**src/rtl/mem_arbiter.sv**
```systemverilog
// Two-port (fetch/data) memory arbiter with per-access timeout abort; ARB_ROUND_ROBIN_EN selects
// round-robin instead of data-first priority on simultaneous requests. Grant 1 cycle after request.
module mem_arbiter #(
  parameter int TIMEOUT = 64
) (
  input  logic        clk,
  input  logic        rst_i,
  input  logic        if_req_i,
  input  logic [31:0] if_addr_i,
  output logic        if_ack_o,
  output logic [31:0] if_rdata_o,
  output logic        if_err_o,
  input  logic        d_req_i,
  input  logic [31:0] d_addr_i,
  input  logic [31:0] d_wdata_i,
  input  logic [3:0]  d_we_i,
  output logic        d_ack_o,
  output logic [31:0] d_rdata_o,
  output logic        d_err_o,
  output logic        mem_en_o,
  output logic [31:0] mem_addr_o,
  output logic [31:0] mem_wdata_o,
  output logic [3:0]  mem_we_o,
  input  logic [31:0] mem_rdata_i,
  input  logic        mem_ack_i,
  output logic        busy_o
);

  typedef enum logic [1:0] {
    IDLE    = 2'd0,
    BUSY_IF = 2'd1,
    BUSY_D  = 2'd2
  } state_t;

  localparam logic [7:0] TMO_LAST = 8'(TIMEOUT - 1);

  state_t     state, state_nxt;
  logic [7:0] tmo_cnt;
  logic       grant_d;
  logic       timeout;
  logic       done;

`ifdef ARB_ROUND_ROBIN_EN
  logic last_d;

  assign grant_d = d_req_i & (~if_req_i | ~last_d);
`else
  assign grant_d = d_req_i;
`endif

  assign timeout = (state != IDLE) && !mem_ack_i && (tmo_cnt == TMO_LAST);
  // Reset in the completion cycle suppresses the pulse: the access is abandoned, not finished.
  assign done    = (state != IDLE) && (mem_ack_i || timeout) && !rst_i;
  assign busy_o  = (state != IDLE);

  always_comb begin
    state_nxt = state;
    case (state)
      IDLE: begin
        if (grant_d)       state_nxt = BUSY_D;
        else if (if_req_i) state_nxt = BUSY_IF;
      end
      BUSY_IF, BUSY_D: begin
        if (mem_ack_i || timeout) state_nxt = IDLE;
      end
      default: state_nxt = IDLE;
    endcase
  end

  always_ff @(posedge clk) begin
    if (rst_i) begin
      state   <= IDLE;
      tmo_cnt <= 8'd0;
`ifdef ARB_ROUND_ROBIN_EN
      last_d  <= 1'b0;
`endif
    end else begin
      state <= state_nxt;
      if (state == IDLE)  tmo_cnt <= 8'd0;
      else if (!mem_ack_i) tmo_cnt <= tmo_cnt + 8'd1;
`ifdef ARB_ROUND_ROBIN_EN
      if (state == IDLE && state_nxt != IDLE) last_d <= (state_nxt == BUSY_D);
`endif
    end
  end

  always_comb begin
    mem_en_o    = 1'b0;
    mem_addr_o  = '0;
    mem_wdata_o = '0;
    mem_we_o    = '0;
    if_ack_o    = 1'b0;
    if_err_o    = 1'b0;
    if_rdata_o  = '0;
    d_ack_o     = 1'b0;
    d_err_o     = 1'b0;
    d_rdata_o   = '0;
    case (state)
      BUSY_IF: begin
        mem_en_o   = 1'b1;
        mem_addr_o = if_addr_i;
        if (done) begin
          if_ack_o   = 1'b1;
          if_err_o   = timeout;
          if_rdata_o = mem_ack_i ? mem_rdata_i : '0;
        end
      end
      BUSY_D: begin
        mem_en_o    = 1'b1;
        mem_addr_o  = d_addr_i;
        mem_wdata_o = d_wdata_i;
        mem_we_o    = d_we_i;
        if (done) begin
          d_ack_o   = 1'b1;
          d_err_o   = timeout;
          d_rdata_o = mem_ack_i ? mem_rdata_i : '0;
        end
      end
      default: ;
    endcase
  end

endmodule

```
**config.mk**
```make
export PLATFORM = sky130hd
export DESIGN_NAME = mem_arbiter
export DESIGN_NICKNAME = d
export VERILOG_FILES = /design/src/rtl/mem_arbiter.sv
export SDC_FILE = /design/constraint.sdc
export NUM_CORES = 1
export LEC_CHECK = 0
export ABC_AREA = 1
export BUFFER_PORTS_ARGS = -buffer_cell sky130_fd_sc_hd__clkbuf_2
export CAP_MARGIN = 40
export CORE_AREA = 3 3 106 108
export CTS_BUF_LIST = sky130_fd_sc_hd__clkbuf_4 sky130_fd_sc_hd__clkbuf_8
export CTS_CLUSTER_DIAMETER = 60
export DETAILED_ROUTE_END_ITERATION = 16
export DIE_AREA = 0 0 109 111
export PLACE_DENSITY = 0.56
export SLEW_MARGIN = 5
export SYNTH_ARGS = -nofsm -noshare
export SYNTH_HDL_FRONTEND = slang
export SYNTH_SLANG_ARGS = --single-unit
```
**constraint.sdc**
```tcl
create_clock -name clk -period 1.7 [get_ports clk]
set_clock_uncertainty 0.1 [all_clocks]
set_input_delay 0.255 -clock clk [delete_from_list [all_inputs] [get_ports clk]]
set_output_delay 0.255 -clock clk [all_outputs]
set_load 0.01 [all_outputs]
```
Word-level counts from Yosys, hierarchy flattened:

Cells that the tools add are included.

* reductions and logical operators: 12
* magnitude comparators: 0
* multiplexer cells: 18
* $add $sub $neg: 1
* shift operators: 0
* div/mod/pow operators: 0
* multiply operators: 0
* eq/ne operators: 5
* bitwise operators: 0

Operators with widths (number)
* 32-bit two-way mux: 5
* 32-bit case mux with 2 select lines: 1
* 8-bit by 1-bit adder with 8-bit output, second input constant: 1
* 8-bit by 6-bit == test with 1-bit output, second input constant: 1
* 1-bit two-way mux: 7
* 2-bit two-way mux: 3
* 1-bit logical AND: 4
* 4-bit two-way mux: 1
* 2-bit case mux with 2 select lines: 1
* 2-bit OR reduction: 2
* 3-bit inequality test, second input constant: 1
* 2-bit by 1-bit == test with 1-bit output, second input constant: 1
* 2-bit == test, second input constant: 1
* 1-bit zero test: 2
* 2-bit zero test: 1
* 2-bit by 1-bit inequality test with 1-bit output, second input constant: 1
* 2-bit AND reduction: 1
* 2-bit nonzero test: 1
* 1-bit logical OR: 1

* input bits: 137
* ROM bits: 0
* memory bits (writable): 0
* memories kept: 0
* logic and storage cells: 38
* bits in latches: 0
* flip-flop bits (word level): 10

Depth between registers and ports, before layout:

Gate-level depths: netlist (run 1).

* word-level depth: 8
* depth in mapped cells: 10

Least setup slack after synthesis (run 1):

Ideal clock, no wire load.

* kind: flip-flop to output port
* start: register state[0]
* end: output port d_rdata_o[10]
* arrival time: 1.419 ns
* slack: -0.074 ns
* required time: 1.345 ns
* buffers on the path: 1
* stages on the path, launching flop included: 7
* path through: dfxtp_1 > inv_1 > ha_1 > nor2_4 > nand2_2 > buf_1 > nor3_1

* word-level cells in the longest chain between the ends: 8

Ends and longest elaborated chain
* start: declaration: line 37 `state_t state, state_nxt;`
* start signal: assignment: line 78 `state <= state_nxt;`
* 2-bit nonzero test: line 51, 53
* 1-bit logical AND (2 in a row): line 51 `assign timeout = (state != IDLE) && !mem_ack_i && (tmo_cnt == TMO_LAST);`
* 1-bit logical OR: line 53 `assign done = (state != IDLE) && (mem_ack_i || timeout) && !rst_i;`
* 1-bit logical AND (2 in a row): line 53
* 32-bit two-way mux: line 113 `if (done) begin`
* 32-bit two-way mux (*): line 98 `case (state)`
* end: declaration: line 18 `output logic [31:0] d_rdata_o,`

Mark *: on every way between the ends. The rest lies on a longest branch, timed or not.

Worst setup path in the final report (run 1):

* start: register state[1]
* end: output port d_rdata_o[31]

The elaborated chain is that of the path after synthesis.

==> run_results.csv, run 1 <==
group,metric,value,unit
cells_and_area,fin_util,0.5041,
pwr,p_int,1374,uW
route,drc,0,
route,first_iter_violations,169,
clock_network,cts_root_buffer,"clkbuf_8",
pwr,combPwrFrac,0.780,
yosys,yosysTopAreaCell,"nand2_1",
floorplan,num_io_pins,275,
yosys,yosysSeqAreaShare,0.1102,
sta,tightest_slew,0.2565,ns
clock_network,h-tree-depth,1,
worst_setup_path,r2r_end,"state[1]",
pwr,p_sw,1189,uW
yosys,synth_nets,525,
floorplan,die_w,109,microns
route,first_pass_iters,4,
sta,final-setup-viol-count,138,
hold_path,min_path_type,"in -> reg",
yosys,synth_common_cells,"nand2_1 (124), inv_1 (82), nor3_1 (64)",
yosys,syn_area_per_cell,4.731,sq um
sta,setup_slack,-0.2758,ns
yosys,async_flop_share,0,
worst_setup_path,worst-r2r-setup-slack,-0.08,ns
worst_setup_path,crit_end,"d_rdata_o[31]",
grt,grt-ovfl-total,0,
pwr,leakagePower,0.003016,uW
placed_design,dp.cells,789,
floorplan,core_area,10320,sq um
grt,grt_max_degree,35,
worst_setup_path,critical_path.max_fanout,7,
sta,hold_viol,0,
sta,setup_tns,-25.05,ns
worst_setup_path,critPathKind,"reg -> out",
worst_setup_path,worstPathRequired,1.34,ns
cells_and_area,area_delta_synth_final,186.4,%
cells_and_area,antennaDiodeCount,0,
clock_network,insertion_delay,0.24,ns
pwr,clock_power_share,0.120,
floorplan,start_util,0.1760,
yosys,netlist.area_leader.share,0.2562,
cells_and_area,final_nets,833,
worst_setup_path,worstSetupStartpointType,"flip-flop",
floorplan,die-area,12100,sq um
pwr,ir_worst_vdd,0.8166,mV
worst_setup_path,startpoint,"state[1]",
yosys,synth.area.top_cells,"nand2_1 (26%), nor3_1 (18%), inv_1 (17%), dfxtp_1 (11%), a21oi_1 (11%)",
yosys,syn_area,1817,sq um
yosys,synth_most_common_cell,"nand2_1",
clock_network,clkTransAtPathRegs,0.05,ns
run_status,violations,"setup timing",
placed_design,place_congestion,0.8376,
floorplan,rows,37,
grt,grt_pass1_wl,16390,microns
sta,fmax,0.5061,GHz
placed_design,place_area,3493,sq um
run_status,outcome,"finished with violations",
cells_and_area,drive_gt1_frac,0.7569,
clock_network,cts_buffer_depth,2,
route,via_count,3594,
yosys,synthesis.yosys.warnings,0,
sta,drv_slew,0,
sta,fin_crit,1.976,ns
route,wl_per_cell,15.48,microns
pwr,p_per_area,492.5,nW/um^2
route,postRouteWirelength,12800,microns
sta,relSlewSlack,0.8287,
route,drt-vias-per-instance,4.346,
clock_network,cts-buffers-inserted,3,
placed_design,dp_hpwl,7376,microns
cells_and_area,nFillCells,1023,
cells_and_area,final_area,5204,sq um
worst_setup_path,r2r_start,"state[0]",
yosys,synth-seq-cells,10,
sta,rsz0062_at_grt,"yes",
worst_setup_path,end_kind,"output pin",
worst_setup_path,reg2reg_depth,14,
yosys,ys_types,21,
route,antenna_left,0,
placed_design,io_buffers,274,
grt,track_usage,0.1679,
yosys,syn_inst,384,
pwr,p_seq_frac,0.100,
flow_run,max_cap_viol_count,0,
cells_and_area,stdcell_count,827,
grt,antenna_found_initial,0,
pwr,p_sw_frac,0.4638,
worst_setup_path,crit_arrival,1.62,ns
sta,final.period_utilization,1.162,
clock_network,cts.sinks,10,
grt,first_global_vias,3210,
floorplan,dieHeight,111,microns
yosys,synth_flop_cell,"dfxtp_1",
clock_network,cts_tree,"built",
yosys,synth_edf_count,0,
## final cells by class
class	count	area (sq um)	share of cell area
timing repair buffer	330	2394	0.4600
multi-input combinational	261	2039	0.3919
inverter	86	340.3	0.06540
sequential	10	205.2	0.03943
tap	136	170.2	0.03270
clock buffer	4	55.05	0.01058
## power groups by stage
stage / Combinational, uW / Sequential, uW / Clock [uW]
4_1_cts: 1660 / 254 / 313
2_1_floorplan: 542 / 254 / 0
6_report: 2000 / 255 / 307
3_5_place_dp: 1100 / 254 / 0
5_1_grt: 2140 / 256 / 327
3_3_place_gp: 1110 / 254 / 0
## per-stage QoR
stage	setup slack, ns	hold slack [ns]	power [uW]
floorplan	-0.07422	0.2174	796.4
global placement	-0.07819	0.3805	1366
detailed placement	-0.1155	0.3857	1357
CTS	-0.2605	0.1326	2230
global route	-0.3681	0.1542	2723
finish	-0.2758	0.1375	2563
## placed cells by master (no fill, tap or decap), drive strengths merged
cell type | synthesis | routed
buf | 12 | 171
clkinv | 2 | 1
nand4 | 1 | 1
o21ai | 2 | 2
o21bai | 1 | 1
ha | 4 | 4
clkbuf | 15 | 163
or2 | 2 | 2
nand3 | 7 | 7
dfxtp | 10 | 10
nor2 | 15 | 15
a21oi | 40 | 40
nand2 | 125 | 125
inv | 84 | 85
nor3 | 64 | 64
## timing repair
| action | CTS | global route |
|---|---|---|
| buffers inserted | 19 | 7 |
| endpoints found under the setup margin | 138 | 138 |
| gates resized for setup | 134 | 301 |
| hold buffers | 0 | 0 |
| gates cloned | 12 | 7 |
| pin swaps | 20 | 30 |
## kinds of logic after synthesis
kind of cell,Yosys count,synth area share
AOI/OAI and AO/OA,43,0.1219
and+or+nand+nor,214,0.5035
adders and majority gates,4,0.02755
buffers and inverters,113,0.2369
DFF,10,0.1102
## flip-flops by register name, indices dropped and copies added, names as in the netlist
name     cells
tmo_cnt      8
state        2
## worst max-delay path, cell delays in order (launching register included)
cell and delay, ns:
dfxtp_2 0.34, buf_6 0.10, ha_4 0.25, clkinv_8 0.10
buf_8 0.15, buf_6 0.12, nor3_4 0.16, buf_2 0.15
## layer usage
metal	vias to the layer above	share of wire	global-route usage
li1	1784	-	-
met1	1665	0.39	0.2016
met2	130	0.54	0.3206
met3	15	0.060	0.01573
met4	0	0.010	0.02441
met5	-	0	0
## how the worst min path moves through the flow
stage / cells past startpoint / start / end
finish: 2 / rst_i / state[1]
global route: 2 / rst_i / state[1]
floorplan: 1 / rst_i / state[1]
global placement: 2 / tmo_cnt[1] / tmo_cnt[1]
detailed placement: 2 / tmo_cnt[0] / tmo_cnt[0]
CTS: 2 / rst_i / state[1]
(Power assumes the default switching activity.)
==> inputs of run 2 (changes only) <==
--- a/config.mk
+++ b/config.mk
@@ -5,15 +5,14 @@
 export SDC_FILE = /design/constraint.sdc
 export NUM_CORES = 1
 export LEC_CHECK = 0
-export ABC_AREA = 1
 export BUFFER_PORTS_ARGS = -buffer_cell sky130_fd_sc_hd__clkbuf_2
 export CAP_MARGIN = 40
-export CORE_AREA = 3 3 106 108
+export CORE_AREA = 3 3 104 106
 export CTS_BUF_LIST = sky130_fd_sc_hd__clkbuf_4 sky130_fd_sc_hd__clkbuf_8
 export CTS_CLUSTER_DIAMETER = 60
 export DETAILED_ROUTE_END_ITERATION = 16
-export DIE_AREA = 0 0 109 111
-export PLACE_DENSITY = 0.56
+export DIE_AREA = 0 0 107 109
+export PLACE_DENSITY = 0.57
 export SLEW_MARGIN = 5
 export SYNTH_ARGS = -nofsm -noshare
 export SYNTH_HDL_FRONTEND = slang
==> run_results.csv, run 2 <==
group,metric,value,unit
worst_setup_path,cp_num_cells,8,
route,first_iter_violations,201,
hold_path,hold_depth,2,
flow_run,max_cap_viol_count,0,
grt,grt_max_degree,35,
cells_and_area,nFillCells,1000,
sta,whs,0.1861,ns
route,postRouteWirelength,10570,microns
clock_network,h-tree-depth,1,
placed_design,place_congestion,0.8211,
worst_setup_path,cpLargestDelayFamily,"buffers and inverters",
cells_and_area,reg.largest.list,"tmo_cnt x8, state x2",
worst_setup_path,reg2reg_depth,6,
sta,fin_crit,1.922,ns
cells_and_area,top_register,"tmo_cnt",
cells_and_area,final_area,3966,sq um
pwr,p_int,1126,uW
clock_network,cts-buffers-inserted,3,
sta,final-setup-viol-count,136,
clock_network,cts.sinks,10,
cells_and_area,area_delta_synth_final,125.1,%
sta,rsz0062_at_grt,"yes",
clock_network,cts_tree,"built",
yosys,synth_edf_count,0,
run_status,outcome,"finished with violations",
floorplan,num_io_pins,275,
sta,setup_tns,-20.11,ns
cells_and_area,final_cell_mix,"clkbuf_2 (228), and2_1 (85), nor2b_1 (34)",
sta,fmax,0.5202,GHz
floorplan,rows,36,
yosys,synth.area.top_cells,"and2_1 (36%), a22oi_1 (14%), nor2b_1 (12%), dfxtp_1 (11%), xor2_1 (3.0%)",
hold_path,min_path_type,"in -> reg",
pwr,ir_worst_vdd,0.3586,mV
run_status,violations,"setup timing",
worst_setup_path,path_buf_inv,5,
grt,first_global_vias,2657,
floorplan,start_util,0.1786,
worst_setup_path,crit_path_cell_trace,"inv_2, buf_6, ha_4, buf_12, buf_16, a22oi_2, nor2b_1, buf_2",
route,drc,0,
worst_setup_path,crit_arrival,1.57,ns
pwr,combPwrFrac,0.742,
yosys,syn_area,1762,sq um
grt,grt-ovfl-total,0,
grt,grt_pass1_wl,14320,microns
clock_network,clkTransAtPathRegs,0.04,ns
sta,setup_slack,-0.2223,ns
placed_design,dp.cells,656,
placed_design,pre_cts_slack,-0.07039,ns
route,wl_per_cell,15.85,microns
route,antenna_left,0,
clock_network,cts_root_buffer,"clkbuf_8",
grt,antenna_found_initial,0,
placed_design,dp_hpwl,8574,microns
worst_setup_path,critical_path.max_fanout,13,
worst_setup_path,max_stage_delay,0.32,ns
sta,drv_slew,0,
pwr,p_sw_frac,0.4150,
floorplan,dieHeight,109,microns
yosys,synth-seq-cells,10,
floorplan,die-area,11660,sq um
sta,tightest_slew,0.1992,ns
cells_and_area,final_nets,677,
placed_design,io_buffers,274,
placed_design,place_area,3396,sq um
clock_network,cts_buffer_depth,2,
yosys,syn_inst,253,
worst_setup_path,end_kind,"output pin",
worst_setup_path,critPathKind,"reg -> out",
route,drt-vias-per-instance,4.231,
sta,hold_viol,0,
worst_setup_path,worstPathRequired,1.34,ns
worst_setup_path,worstSetupStartpointType,"flip-flop",
cells_and_area,largest_reg_flops,8,
yosys,synth_most_common_cell,"and2_1",
yosys,netlist.area_leader.share,0.3587,
route,via_count,2822,
sta,relSlewSlack,0.8670,
floorplan,die_w,107,microns
yosys,yosysSeqAreaShare,0.1136,
yosys,yosysTopAreaCell,"and2_1",
yosys,ys_types,27,
cells_and_area,drive_gt1_frac,0.6910,
floorplan,core_area,9864,sq um
yosys,synth_flop_cell,"dfxtp_1",
yosys,syn_area_per_cell,6.963,sq um
cells_and_area,layout_commonest_cell,"clkbuf_2",
worst_setup_path,slowest_stage,"dfxtp_2",
yosys,synth_nets,394,
pwr,p_per_area,485.3,nW/um^2
pwr,clock_power_share,0.126,
grt,track_usage,0.1547,
cells_and_area,antennaDiodeCount,0,
clock_network,insertion_delay,0.24,ns
pwr,p_seq_frac,0.133,
cells_and_area,stdcell_count,667,
route,first_pass_iters,4,
pwr,leakagePower,0.002152,uW
pwr,p_sw,798.7,uW
yosys,synth_common_cells,"and2_1 (101), nor2b_1 (34), a22oi_1 (32)",
yosys,async_flop_share,0,
yosys,synthesis.yosys.warnings,0,
sta,final.period_utilization,1.131,
## run 2: changes by cell type after synthesis, sizes merged, moves of 4 or more
| cell | previous run | this run |
|---|---|---|
| and3 | 0 | 5 |
| nor2 | 15 | 11 |
| nor2b | 0 | 34 |
| a21oi | 40 | 4 |
| nor3 | 64 | 0 |
| clkbuf | 15 | 19 |
| nand2 | 125 | 1 |
| xor2 | 0 | 6 |
| buf | 12 | 4 |
| a22oi | 0 | 32 |
| and2 | 0 | 101 |
| inv | 84 | 4 |
## run 2: worst register-to-register path, delay by kind of cell, from the launching register on
family          cells  cell delay [ns]
compound gates      3             0.44
buf+inv             1             0.05
flops               1             0.32
simple gates        1             0.10
fa+ha+maj           1             0.28
## run 2: final cells by class
| cell class | instances | area [sq um] | area share |
|---|---|---|---|
| Clock buffer | 3 | 41.29 | 0.01041 |
| Sequential cell | 10 | 206.4 | 0.05205 |
| Inverter | 4 | 15.01 | 0.003785 |
| Timing Repair Buffer | 301 | 1844 | 0.4650 |
| Tap cell | 133 | 166.4 | 0.04196 |
| Multi-Input combinational cell | 216 | 1693 | 0.4268 |
## run 2: timing repair
| item | 4_1_cts | 5_1_grt |
|---|---|---|
| gates resized for setup | 33 | 105 |
| cloned | 2 | 3 |
| hold buffers | 0 | 0 |
| pin swaps | 3 | 24 |
| buffers inserted | 5 | 2 |
| setup endpoints to repair | 136 | 136 |
## run 2: power by group through the flow
stage          Combinational, uW  Sequential, uW  Clock [uW]
2_1_floorplan                605             257           0
3_3_place_gp                1150             255           0
3_5_place_dp                1170             256           0
4_1_cts                     1330             255         254
5_1_grt                     1540             256         261
6_report                    1430             255         242
## run 2: worst paths after layout
kind	slack, ns	endpoint	from
max	-0.22	mem_addr_o[15]	state[0]
min	0.19	state[1]	rst_i
max reg2reg	0.32	state[1]	state[0]
min reg2reg	0.42	tmo_cnt[3]	tmo_cnt[3]
## run 2: logic make-up (layout without fill, tap and decap cells)
kind of cell / count (synthesis) / in the layout / synth area share
simple gates: 163 / 163 / 0.5802
compound gates: 41 / 41 / 0.1726
mux: 1 / 1 / 0.005682
xor+xnor: 7 / 7 / 0.03480
flops: 10 / 10 / 0.1136
buf+inv: 27 / 308 / 0.06463
fa+ha+maj: 4 / 4 / 0.02841
## run 2: per-stage QoR
stage | utilization | total power, uW
after detailed placement | 0.3442 | 1425
after global placement | 0.3442 | 1407
after global routing | 0.4021 | 2058
after CTS | 0.3711 | 1838
after floorplan | - | 862.2
final | 0.4021 | 1925
## run 2: routing by layer
| metal | vias up | part of all wire | GRT usage | wire length [microns] |
|---|---|---|---|---|
| met1 | 1293 | 0.39 | 0.1892 | 4174 |
| met5 | - | 0 | 0 | 0 |
| met2 | 117 | 0.53 | 0.2824 | 5590 |
| met3 | 13 | 0.059 | 0.02960 | 626 |
| li1 | 1399 | - | - | - |
| met4 | 0 | 0.017 | 0.03196 | 179 |
